===== config.mk =====
export PLATFORM = sky130hd
export DESIGN_NAME = door_seq_ctrl_flat
export DESIGN_NICKNAME = d
export VERILOG_FILES = /design/src/rtl/door_pkg.sv /design/src/rtl/door_seq_ctrl_if.sv /design/src/rtl/door_seq_ctrl_sec_timer.sv /design/src/rtl/door_seq_ctrl.sv /design/src/flat_wrapper.sv
export SDC_FILE = /design/constraint.sdc
export NUM_CORES = 1
export LEC_CHECK = 0
export ABC_AREA = 0
export BUFFER_PORTS_ARGS = -buffer_cell sky130_fd_sc_hd__buf_2
export CAP_MARGIN = 20
export CORE_MARGIN = 5
export CORE_UTILIZATION = 49
export CTS_CLUSTER_SIZE = 20
export DETAILED_ROUTE_END_ITERATION = 10
export PLACE_DENSITY = 0.65
export SLEW_MARGIN = 40
export SYNTH_ARGS = -nofsm -noshare
export SYNTH_HDL_FRONTEND = slang
export SYNTH_SLANG_ARGS = --single-unit
export TNS_END_PERCENT = 20

===== constraint.sdc =====
create_clock -name clk -period 3.4 [get_ports clk]
set_input_delay 0.17 -clock clk [delete_from_list [all_inputs] [get_ports clk]]
set_output_delay 0.17 -clock clk [all_outputs]
set_load 0.01 [all_outputs]

===== src/rtl/door_pkg.sv =====
// Shared state encoding and width helpers for the door sequencer.
package door_pkg;

  localparam int STATE_W = 3;

  typedef enum logic [STATE_W-1:0] {
    ST_IDLE  = 3'd0,
    ST_OPEN  = 3'd1,
    ST_WAIT  = 3'd2,
    ST_CLOSE = 3'd3,
    ST_PANIC = 3'd4
  } door_state_e;

  // Index/count width that never collapses to zero bits.
  function automatic int clog2_min1(input int v);
    return ($clog2(v) < 1) ? 1 : $clog2(v);
  endfunction

endpackage


===== src/rtl/door_seq_ctrl_if.sv =====
// Request/status bundle between the door sequencer and its environment.
interface door_seq_ctrl_if #(
  parameter int N_REQ      = 2,
  parameter int SEC_W      = 4,
  parameter int MAX_REOPEN = 3
);
  import door_pkg::*;

  localparam int SRC_W  = clog2_min1(N_REQ);
  localparam int RCNT_W = clog2_min1(MAX_REOPEN + 1);

  logic [N_REQ-1:0]   req;
  logic               panic;
  logic               panic_clr;
  logic               obstruct;
  logic [STATE_W-1:0] state;
  logic [SEC_W-1:0]   sec;
  logic               motor_open;
  logic               motor_close;
  logic               alarm;
  logic [SRC_W-1:0]   req_src;
  logic [RCNT_W-1:0]  reopen_cnt;

  modport master (
    output req, panic, panic_clr, obstruct,
    input  state, sec, motor_open, motor_close, alarm, req_src, reopen_cnt
  );

  modport slave (
    input  req, panic, panic_clr, obstruct,
    output state, sec, motor_open, motor_close, alarm, req_src, reopen_cnt
  );

endinterface


===== src/rtl/door_seq_ctrl_sec_timer.sv =====
// Prescaler plus saturating seconds counter; i_clr restarts both at the same edge.
module sec_timer #(
  parameter int TICKS_PER_SEC = 50_000_000,
  parameter int SEC_W         = 4
) (
  input  logic             clk,
  input  logic             rst,
  input  logic             i_clr,
  output logic [SEC_W-1:0] o_sec
);

  localparam int PRE_W = (TICKS_PER_SEC > 1) ? $clog2(TICKS_PER_SEC) : 1;
  localparam logic [PRE_W-1:0] PRE_LAST = PRE_W'(TICKS_PER_SEC - 1);

  logic [PRE_W-1:0] r_pre;
  logic [SEC_W-1:0] r_sec;
  logic             w_wrap;

  assign w_wrap = (r_pre == PRE_LAST);

  always_ff @(posedge clk) begin
    if (rst || i_clr) begin
      r_pre <= '0;
      r_sec <= '0;
    end else begin
      r_pre <= w_wrap ? '0 : r_pre + 1'b1;
      if (w_wrap && (r_sec != '1)) begin
        r_sec <= r_sec + 1'b1;
      end
    end
  end

  assign o_sec = r_sec;

endmodule


===== src/rtl/door_seq_ctrl.sv =====
// Door open/wait/close sequencer with hold-open, obstruction reopen and panic lockout.
//
// state    | meaning
// ---------+----------------------------------------------------------
// ST_IDLE  | door closed, waiting for a request
// ST_OPEN  | motor driving open for T_OPEN seconds
// ST_WAIT  | door held open for T_WAIT seconds, requests extend the hold
// ST_CLOSE | motor driving closed for T_CLOSE seconds, may reopen
// ST_PANIC | alarm latched until panic_clr without panic
module door_seq_ctrl
  import door_pkg::*;
#(
  parameter int N_REQ         = 2,
  parameter int TICKS_PER_SEC = 50_000_000,
  parameter int SEC_W         = 4,
  parameter int T_OPEN        = 3,
  parameter int T_WAIT        = 5,
  parameter int T_CLOSE       = 3,
  parameter int MAX_REOPEN    = 3
) (
  input logic            clk,
  input logic            rst,
  door_seq_ctrl_if.slave bus
);

  localparam int SRC_W  = clog2_min1(N_REQ);
  localparam int RCNT_W = clog2_min1(MAX_REOPEN + 1);
  localparam longint SEC_LIM = longint'(1) << SEC_W;

  if (N_REQ < 1) begin : g_bad_nreq
    $error("door_seq_ctrl: N_REQ must be >= 1");
  end
  if (TICKS_PER_SEC < 1) begin : g_bad_tps
    $error("door_seq_ctrl: TICKS_PER_SEC must be >= 1");
  end
  if (T_OPEN < 1 || longint'(T_OPEN) >= SEC_LIM) begin : g_bad_topen
    $error("door_seq_ctrl: T_OPEN out of range for SEC_W");
  end
  if (T_WAIT < 1 || longint'(T_WAIT) >= SEC_LIM) begin : g_bad_twait
    $error("door_seq_ctrl: T_WAIT out of range for SEC_W");
  end
  if (T_CLOSE < 1 || longint'(T_CLOSE) >= SEC_LIM) begin : g_bad_tclose
    $error("door_seq_ctrl: T_CLOSE out of range for SEC_W");
  end

  door_state_e       r_state;
  logic [SRC_W-1:0]  r_req_src;
  logic [RCNT_W-1:0] r_reopen_cnt;
  logic              r_motor_open;
  logic              r_motor_close;
  logic              r_alarm;

  door_state_e       w_nxt;
  logic [SRC_W-1:0]  w_src_nxt;
  logic [RCNT_W-1:0] w_rcnt_nxt;
  logic [SRC_W-1:0]  w_low_idx;
  logic [SEC_W-1:0]  w_sec;
  logic [SEC_W-1:0]  w_limit;
  logic              w_any_req;
  logic              w_timeout;
  logic              w_hold;
  logic              w_clr;

  sec_timer #(
    .TICKS_PER_SEC(TICKS_PER_SEC),
    .SEC_W        (SEC_W)
  ) u_sec_timer (
    .clk  (clk),
    .rst  (rst),
    .i_clr(w_clr),
    .o_sec(w_sec)
  );

  assign w_any_req = |bus.req;

  always_comb begin
    w_low_idx = '0;
    for (int i = N_REQ - 1; i >= 0; i--) begin
      if (bus.req[i]) w_low_idx = SRC_W'(i);
    end
  end

  always_comb begin
    w_limit = '1;
    case (r_state)
      ST_OPEN:  w_limit = SEC_W'(T_OPEN);
      ST_WAIT:  w_limit = SEC_W'(T_WAIT);
      ST_CLOSE: w_limit = SEC_W'(T_CLOSE);
      default:  w_limit = '1;
    endcase
  end

  assign w_timeout = (w_sec >= w_limit);

  always_comb begin
    w_nxt      = r_state;
    w_src_nxt  = r_req_src;
    w_rcnt_nxt = r_reopen_cnt;
    w_hold     = 1'b0;
    case (r_state)
      ST_IDLE: begin
        if (bus.panic) begin
          w_nxt = ST_PANIC;
        end else if (w_any_req) begin
          w_nxt     = ST_OPEN;
          w_src_nxt = w_low_idx;
        end
      end
      ST_OPEN: begin
        if (bus.panic)      w_nxt = ST_PANIC;
        else if (w_timeout) w_nxt = ST_WAIT;
      end
      ST_WAIT: begin
        if (bus.panic)      w_nxt  = ST_PANIC;
        else if (w_any_req) w_hold = 1'b1;
        else if (w_timeout) w_nxt  = ST_CLOSE;
      end
      ST_CLOSE: begin
        // A reopen request beats a timeout landing in the same cycle.
        if (bus.panic) begin
          w_nxt = ST_PANIC;
        end else if (bus.obstruct || w_any_req) begin
          if (r_reopen_cnt < RCNT_W'(MAX_REOPEN)) begin
            w_nxt      = ST_OPEN;
            w_rcnt_nxt = r_reopen_cnt + 1'b1;
          end else begin
            w_nxt = ST_PANIC;
          end
        end else if (w_timeout) begin
          w_nxt      = ST_IDLE;
          w_rcnt_nxt = '0;
        end
      end
      ST_PANIC: begin
        if (bus.panic_clr && !bus.panic) begin
          w_nxt      = ST_OPEN;
          w_rcnt_nxt = '0;
        end
      end
      default: w_nxt = ST_PANIC;
    endcase
  end

  assign w_clr = w_hold || (w_nxt != r_state);

  always_ff @(posedge clk) begin
    if (rst) begin
      r_state       <= ST_IDLE;
      r_req_src     <= '0;
      r_reopen_cnt  <= '0;
      r_motor_open  <= 1'b0;
      r_motor_close <= 1'b0;
      r_alarm       <= 1'b0;
    end else begin
      r_state       <= w_nxt;
      r_req_src     <= w_src_nxt;
      r_reopen_cnt  <= w_rcnt_nxt;
      r_motor_open  <= (w_nxt == ST_OPEN);
      r_motor_close <= (w_nxt == ST_CLOSE);
      r_alarm       <= (w_nxt == ST_PANIC);
    end
  end

  assign bus.state       = r_state;
  assign bus.sec         = w_sec;
  assign bus.req_src     = r_req_src;
  assign bus.reopen_cnt  = r_reopen_cnt;
  assign bus.motor_open  = r_motor_open;
  assign bus.motor_close = r_motor_close;
  assign bus.alarm       = r_alarm;

endmodule


===== src/flat_wrapper.sv =====
// flat-port wrapper written by rule: the top's interface ports become plain ports
module door_seq_ctrl_flat import door_pkg::*;
#(
  parameter int N_REQ         = 2,
  parameter int TICKS_PER_SEC = 50_000_000,
  parameter int SEC_W         = 4,
  parameter int T_OPEN        = 3,
  parameter int T_WAIT        = 5,
  parameter int T_CLOSE       = 3,
  parameter int MAX_REOPEN    = 3
)
  (clk, rst, bus_req, bus_panic, bus_panic_clr, bus_obstruct, bus_state, bus_sec, bus_motor_open, bus_motor_close, bus_alarm, bus_req_src, bus_reopen_cnt);
  door_seq_ctrl_if #(.N_REQ(N_REQ), .SEC_W(SEC_W), .MAX_REOPEN(MAX_REOPEN)) bus_i ();
  input logic clk;
  input logic rst;
  input wire logic [$bits(bus_i.req)-1:0] bus_req;
  input wire logic [$bits(bus_i.panic)-1:0] bus_panic;
  input wire logic [$bits(bus_i.panic_clr)-1:0] bus_panic_clr;
  input wire logic [$bits(bus_i.obstruct)-1:0] bus_obstruct;
  output wire logic [$bits(bus_i.state)-1:0] bus_state;
  output wire logic [$bits(bus_i.sec)-1:0] bus_sec;
  output wire logic [$bits(bus_i.motor_open)-1:0] bus_motor_open;
  output wire logic [$bits(bus_i.motor_close)-1:0] bus_motor_close;
  output wire logic [$bits(bus_i.alarm)-1:0] bus_alarm;
  output wire logic [$bits(bus_i.req_src)-1:0] bus_req_src;
  output wire logic [$bits(bus_i.reopen_cnt)-1:0] bus_reopen_cnt;
  assign bus_i.req = bus_req;
  assign bus_i.panic = bus_panic;
  assign bus_i.panic_clr = bus_panic_clr;
  assign bus_i.obstruct = bus_obstruct;
  assign bus_state = bus_i.state;
  assign bus_sec = bus_i.sec;
  assign bus_motor_open = bus_i.motor_open;
  assign bus_motor_close = bus_i.motor_close;
  assign bus_alarm = bus_i.alarm;
  assign bus_req_src = bus_i.req_src;
  assign bus_reopen_cnt = bus_i.reopen_cnt;
  door_seq_ctrl #(.N_REQ(N_REQ), .TICKS_PER_SEC(TICKS_PER_SEC), .SEC_W(SEC_W), .T_OPEN(T_OPEN), .T_WAIT(T_WAIT), .T_CLOSE(T_CLOSE), .MAX_REOPEN(MAX_REOPEN)) u_core (.clk(clk), .rst(rst), .bus(bus_i));
endmodule

### Word level (Yosys, flattened, before mapping)

Index checks and enable logic that the tools add are counted.

| operators by class | value |
|---|---|
| $add $sub $neg | 3 |
| magnitude comparators | 2 |
| equal/unequal tests | 14 |
| muxes and demuxes | 25 |
| bitwise operators | 1 |
| reductions and logical operators | 13 |

Operators by type and width:

| kind | count |
|---|---|
| 3-bit two-way mux | 12 |
| 26-bit by 1-bit adder with 26-bit output, second input constant | 1 |
| 26-bit == test, second input constant | 1 |
| 3-bit one-hot mux with 5 select lines | 1 |
| 2-bit two-way mux | 5 |
| 3-bit by 2-bit == test with 1-bit output, second input constant | 3 |
| 4-bit one-hot mux with 2 select lines | 1 |
| 3-bit by 1-bit == test with 1-bit output, second input constant | 2 |
| 3-bit == test, second input constant | 2 |
| 2-bit OR reduction | 3 |
| 1-bit two-way mux | 5 |
| 5-bit AND reduction | 1 |
| 4-bit by 1-bit adder with 4-bit output, second input constant | 1 |
| 4-bit >= comparator | 1 |
| 4-bit inequality test, second input constant | 1 |
| 2-bit one-hot mux with 2 select lines | 1 |
| 3-bit logical NOT | 1 |
| 1-bit logical OR | 3 |
| 3-bit by 1-bit inequality test with 1-bit output, second input constant | 1 |
| 3-bit inequality test | 1 |
| 3-bit inequality test, second input constant | 1 |
| 3-bit AND reduction | 1 |
| 2-bit by 1-bit adder with 2-bit output, second input constant | 1 |
| 1-bit logical AND | 2 |
| 6 further kinds | 6 |

| word-level totals | value |
|---|---|
| register bits | 39 |
| input bits | 7 |
| output and inout port bits | 13 |

### Longest topological paths before layout

| logic depth | value |
|---|---|
| word-level depth | 12 |
| gate-level depth with buffers | 10 |
| mapped depth without buffers | 8 |

### Hierarchy

A second synthesis with hierarchy kept.

| unflattened totals | value |
|---|---|
| cells, all modules | 239 |
| area total of the unflattened synthesis | 2114.5 µm² |

By module, submodules not included:

| module | times used | cells an instance | area each (µm²) | seq. area each (µm²) |
|---|---|---|---|---|
| sec_timer | 1 | 166 | 1463.9 | 600.6 |
| door_seq_ctrl | 1 | 73 | 650.6 | 180.2 |

### Worst setup path before layout

OpenSTA, ideal clock, no wires.

| timing | value |
|---|---|
| path kind | reg-to-reg |
| start point | reg u_core.r_state[0] (netlist: u_core.bus.state[0]) |
| end point | reg u_core.r_motor_open (netlist: u_core.bus.motor_open) |
| arrival | 2.197 ns |
| required time | 3.285 ns |
| path slack | 1.089 ns |
| stages on the path, launching flop included | 10 |
| path buffers | 1 |
| cell sequence | dfxtp_1 clkbuf_1 nor2_1 nor2_1 ha_1 a21oi_1 o21ai_1 o211a_1 or4_1 and2_1 |

| on the way | value |
|---|---|
| word-level cells in the longest chain between the ends | 9 |

RTL lines:

| what | line | RTL |
|---|---|---|
| start, declared | door_seq_ctrl.sv:46 | `door_state_e r_state;` |
| start signal, assigned | door_seq_ctrl.sv:155 | `r_state <= w_nxt;` |
| 3-bit by 1-bit == test with 1-bit output / 3-bit by 2-bit == test with 1-bit output (equally long branches) | door_seq_ctrl.sv:85, door_seq_ctrl.sv:100 |  |
| 2-bit OR reduction (no source line) | -- |  |
| 4-bit one-hot mux with 2 select lines | door_seq_ctrl.sv:85 | `case (r_state)` |
| 4-bit >= comparator | door_seq_ctrl.sv:93 | `assign w_timeout = (w_sec >= w_limit);` |
| 3-bit two-way mux, on equally long branches | door_seq_ctrl.sv:129, door_seq_ctrl.sv:116 |  |
| 3-bit two-way mux, on equally long branches | door_seq_ctrl.sv:122, door_seq_ctrl.sv:115 |  |
| 3-bit two-way mux, on equally long branches | door_seq_ctrl.sv:120, door_seq_ctrl.sv:114 |  |
| 3-bit one-hot mux with 5 select lines * | door_seq_ctrl.sv:100 | `case (r_state)` |
| 3-bit by 1-bit == test with 1-bit output * | door_seq_ctrl.sv:158 | `r_motor_open <= (w_nxt == ST_OPEN);` |
| end signal, assigned | door_seq_ctrl.sv:158 |  |
| end, declared | door_seq_ctrl.sv:49 | `logic r_motor_open;` |

Mark *: on every way between the ends. The rest lies on a longest branch, timed or not.
A chain may end at the register's enable or synchronous reset.

### Worst setup path in the final report

| timing | value |
|---|---|
| start point | reg u_core.r_state[2] (netlist: u_core.bus.state[2]) |
| end point | reg u_core.r_motor_open (netlist: u_core.bus.motor_open) |

Same word-level chain as after synthesis.

==> run metrics <==
flops & latches, synth 39; CP Max Fanout 12; TritonRoute pass-1 iters 4; Post-CTS Repair Setup Buffers 0; Clk Tree Root Cell clkbuf_8; Skew-Pair Late Insertion Delay 290 ps; Nets 266; unrepaired setup endpoints after global routing no; post-synth top area share 0.383; clock sink total 39; final cell count without fillers 304; CTS tree yes; Pwr Density 379 nW/um2; die area 5550 um2; largest net degree at the start of global routing 31; Worst Setup End Kind flip-flop; r2r startpoint u_core.bus.state[2]; Post-synth EDFFs 0; Final min period 2480 ps; maximum clock frequency 404 MHz; vias in the first global route 1484; P_leak 0.000823 uW; Netlist cell types 49; status complete, no violations; post-DP HPWL 2.86 mm; Layout fillers 391; part of the Yosys area used for sequential elements 0.383; min-delay worst type in2reg; Top FF cell, synth dfxtp_1; Synth top cells by count dfxtp_1, nor2_1, nor3_1, nand2_1, xor2_1; CTS Hold Bufs 0; top post-synthesis cells by area dfxtp_1, nor2_1, nor3_1; Core ar. 4030 um2; Post-Place Cells 296; Hold Path Origin bus_req[0]; Placer Congestion 0.896; die height 74.5 um; Hold Vio Cnt, Final 0; layout cell share with drive strength beyond 1 0.130; Die W 74.5 um; Slew Viols, Final 0; Worst Reg2Reg Path Length in Cells 8; final setup violation count 0; ANT nets after route 0; data arrival time of the worst path 2660 ps; Core Util, Final 0.555; initial antenna violation count 0; Slew HR 0.672; clk buf depth 2; Mean Syn Cell Area 8.64 um2; Buffers on Ports 19; setup TNS 0 ps; global-route wire length before repair 6.84 mm; Tcrit/Tclk final 0.729; Hold Path Cell Cnt 2; dominant cell type by area after synthesis dfxtp_1; CTS resizes 0; I/O pin count 20; FF-to-FF End u_core.bus.motor_open; wire per inst 13.3 um; Diodes inserted 0; maximum vdd drop 217 uV; DRT iter0 DRCs 74; most frequent cell after synthesis dfxtp_1; row count 23; WHS Endpoint u_core.bus.req_src; GRT Util Overall 0.157; CP startpoint kind flip-flop; Mapped Nets 249; clk slew on worst S/H paths 70 ps; initial core utilization 0.506; drt drc 0; H-tree levels 2; crit path kind reg2reg; via count 1705; TritonCTS Buffers 5; via-per-instance ratio 5.61; R2R Setup Slk 920 ps; GR Overflow Total 0; Mapped Cells 236; worst endpoint required time 3580 ps; Setup Skew 6.36 ps; Yosys warnings 0; Synth async-reset ratio 0; P&R area growth vs syn 9.69%; final WL 4.05 mm; Mapped Area 2040 um2; Max-Cap Viols 0; Slew @ Worst Pin 491 ps
## power breakdown
group	switching, uW	internal (uW)	total (uW)
sequential	5.74	461	467
clock	152	185	337
combinational	27.9	16.3	44.2
total	186	663	849
## placed cells by master, fill, tap and decap left out, types with 2 or more instances in the layout
cell type,Yosys,layout
a211oi_1,4,4
a21oi_1,9,9
and2_1,2,2
and3_1,3,3
and4_1,4,4
buf_2,5,19
clkbuf_8,0,7
dfxtp_1,39,39
ha_1,6,6
inv_1,4,4
nand2_1,15,15
nand2b_1,3,3
nand3_1,11,11
nand3b_1,2,2
nand4_1,7,7
nor2_1,33,33
nor2b_1,3,3
nor3_1,23,23
nor3b_1,2,2
nor4_1,6,6
xnor2_1,12,12
xor2_1,13,13
## logic make-up after synthesis
kind of cell / synth area share
buf+inv: 0.0448
mux: 0.00491
simple gates: 0.331
xor+xnor: 0.107
flops: 0.383
compound gates: 0.0920
fa+ha+maj: 0.0368
## critical path, stage by stage, from the launching register on
cell      delay, ps
dfxtp_1         530
nand2b_1        220
nor2_1           60
ha_1            290
a21oi_1          80
o21ai_1         390
a21oi_1         120
or4_1           530
and2_1          160
## worst max path at each step
stage                             start                            to
floorplan           u_core.bus.state[0]         u_core.bus.motor_open
global placement    u_core.bus.state[0]         u_core.bus.motor_open
detailed placement  u_core.bus.state[1]         u_core.bus.motor_open
CTS                 u_core.bus.state[1]         u_core.bus.motor_open
global route        u_core.bus.state[1]  u_core.u_sec_timer.r_pre[20]
finish              u_core.bus.state[2]         u_core.bus.motor_open
## sequential cells by signal, summed over array words and instances (netlist names)
signal and count:
u_core.bus.reopen_cnt 2, u_core.bus.motor_open 1, u_core.bus.alarm 1, u_core.u_sec_timer.o_sec 4, u_core.bus.req_src 1, u_core.bus.state 3, u_core.bus.motor_close 1, u_core.u_sec_timer.r_pre 26
## final cells by class
cell class / count / area [um2] / share of cell area
clock buffer: 8 / 100 / 0.0447
inverter: 5 / 23.8 / 0.0106
multi-input combinational: 182 / 1170 / 0.522
sequential: 39 / 781 / 0.349
tap: 50 / 62.6 / 0.0280
timing repair buffer: 20 / 103 / 0.0459
## metal layers
metal,vias up,share of wire,GRT usage
met5,-,0,0
met4,0,0.0096,0.0415
li1,881,-,-
met2,40,0.42,0.226
met1,779,0.52,0.232
met3,5,0.050,0.0405
## per-stage QoR
stage / area [um2] / power (uW) / hold slack, ps / worst slack (ps)
global placement: 2140 / 522 / 437 / 1040
global route: 2240 / 889 / 157 / 633
detailed placement: 2140 / 522 / 436 / 958
floorplan: 2040 / 509 / 264 / 1090
finish: 2240 / 849 / 145 / 922
CTS: 2240 / 860 / 133 / 938
Power figures use the tool's default switching activity.
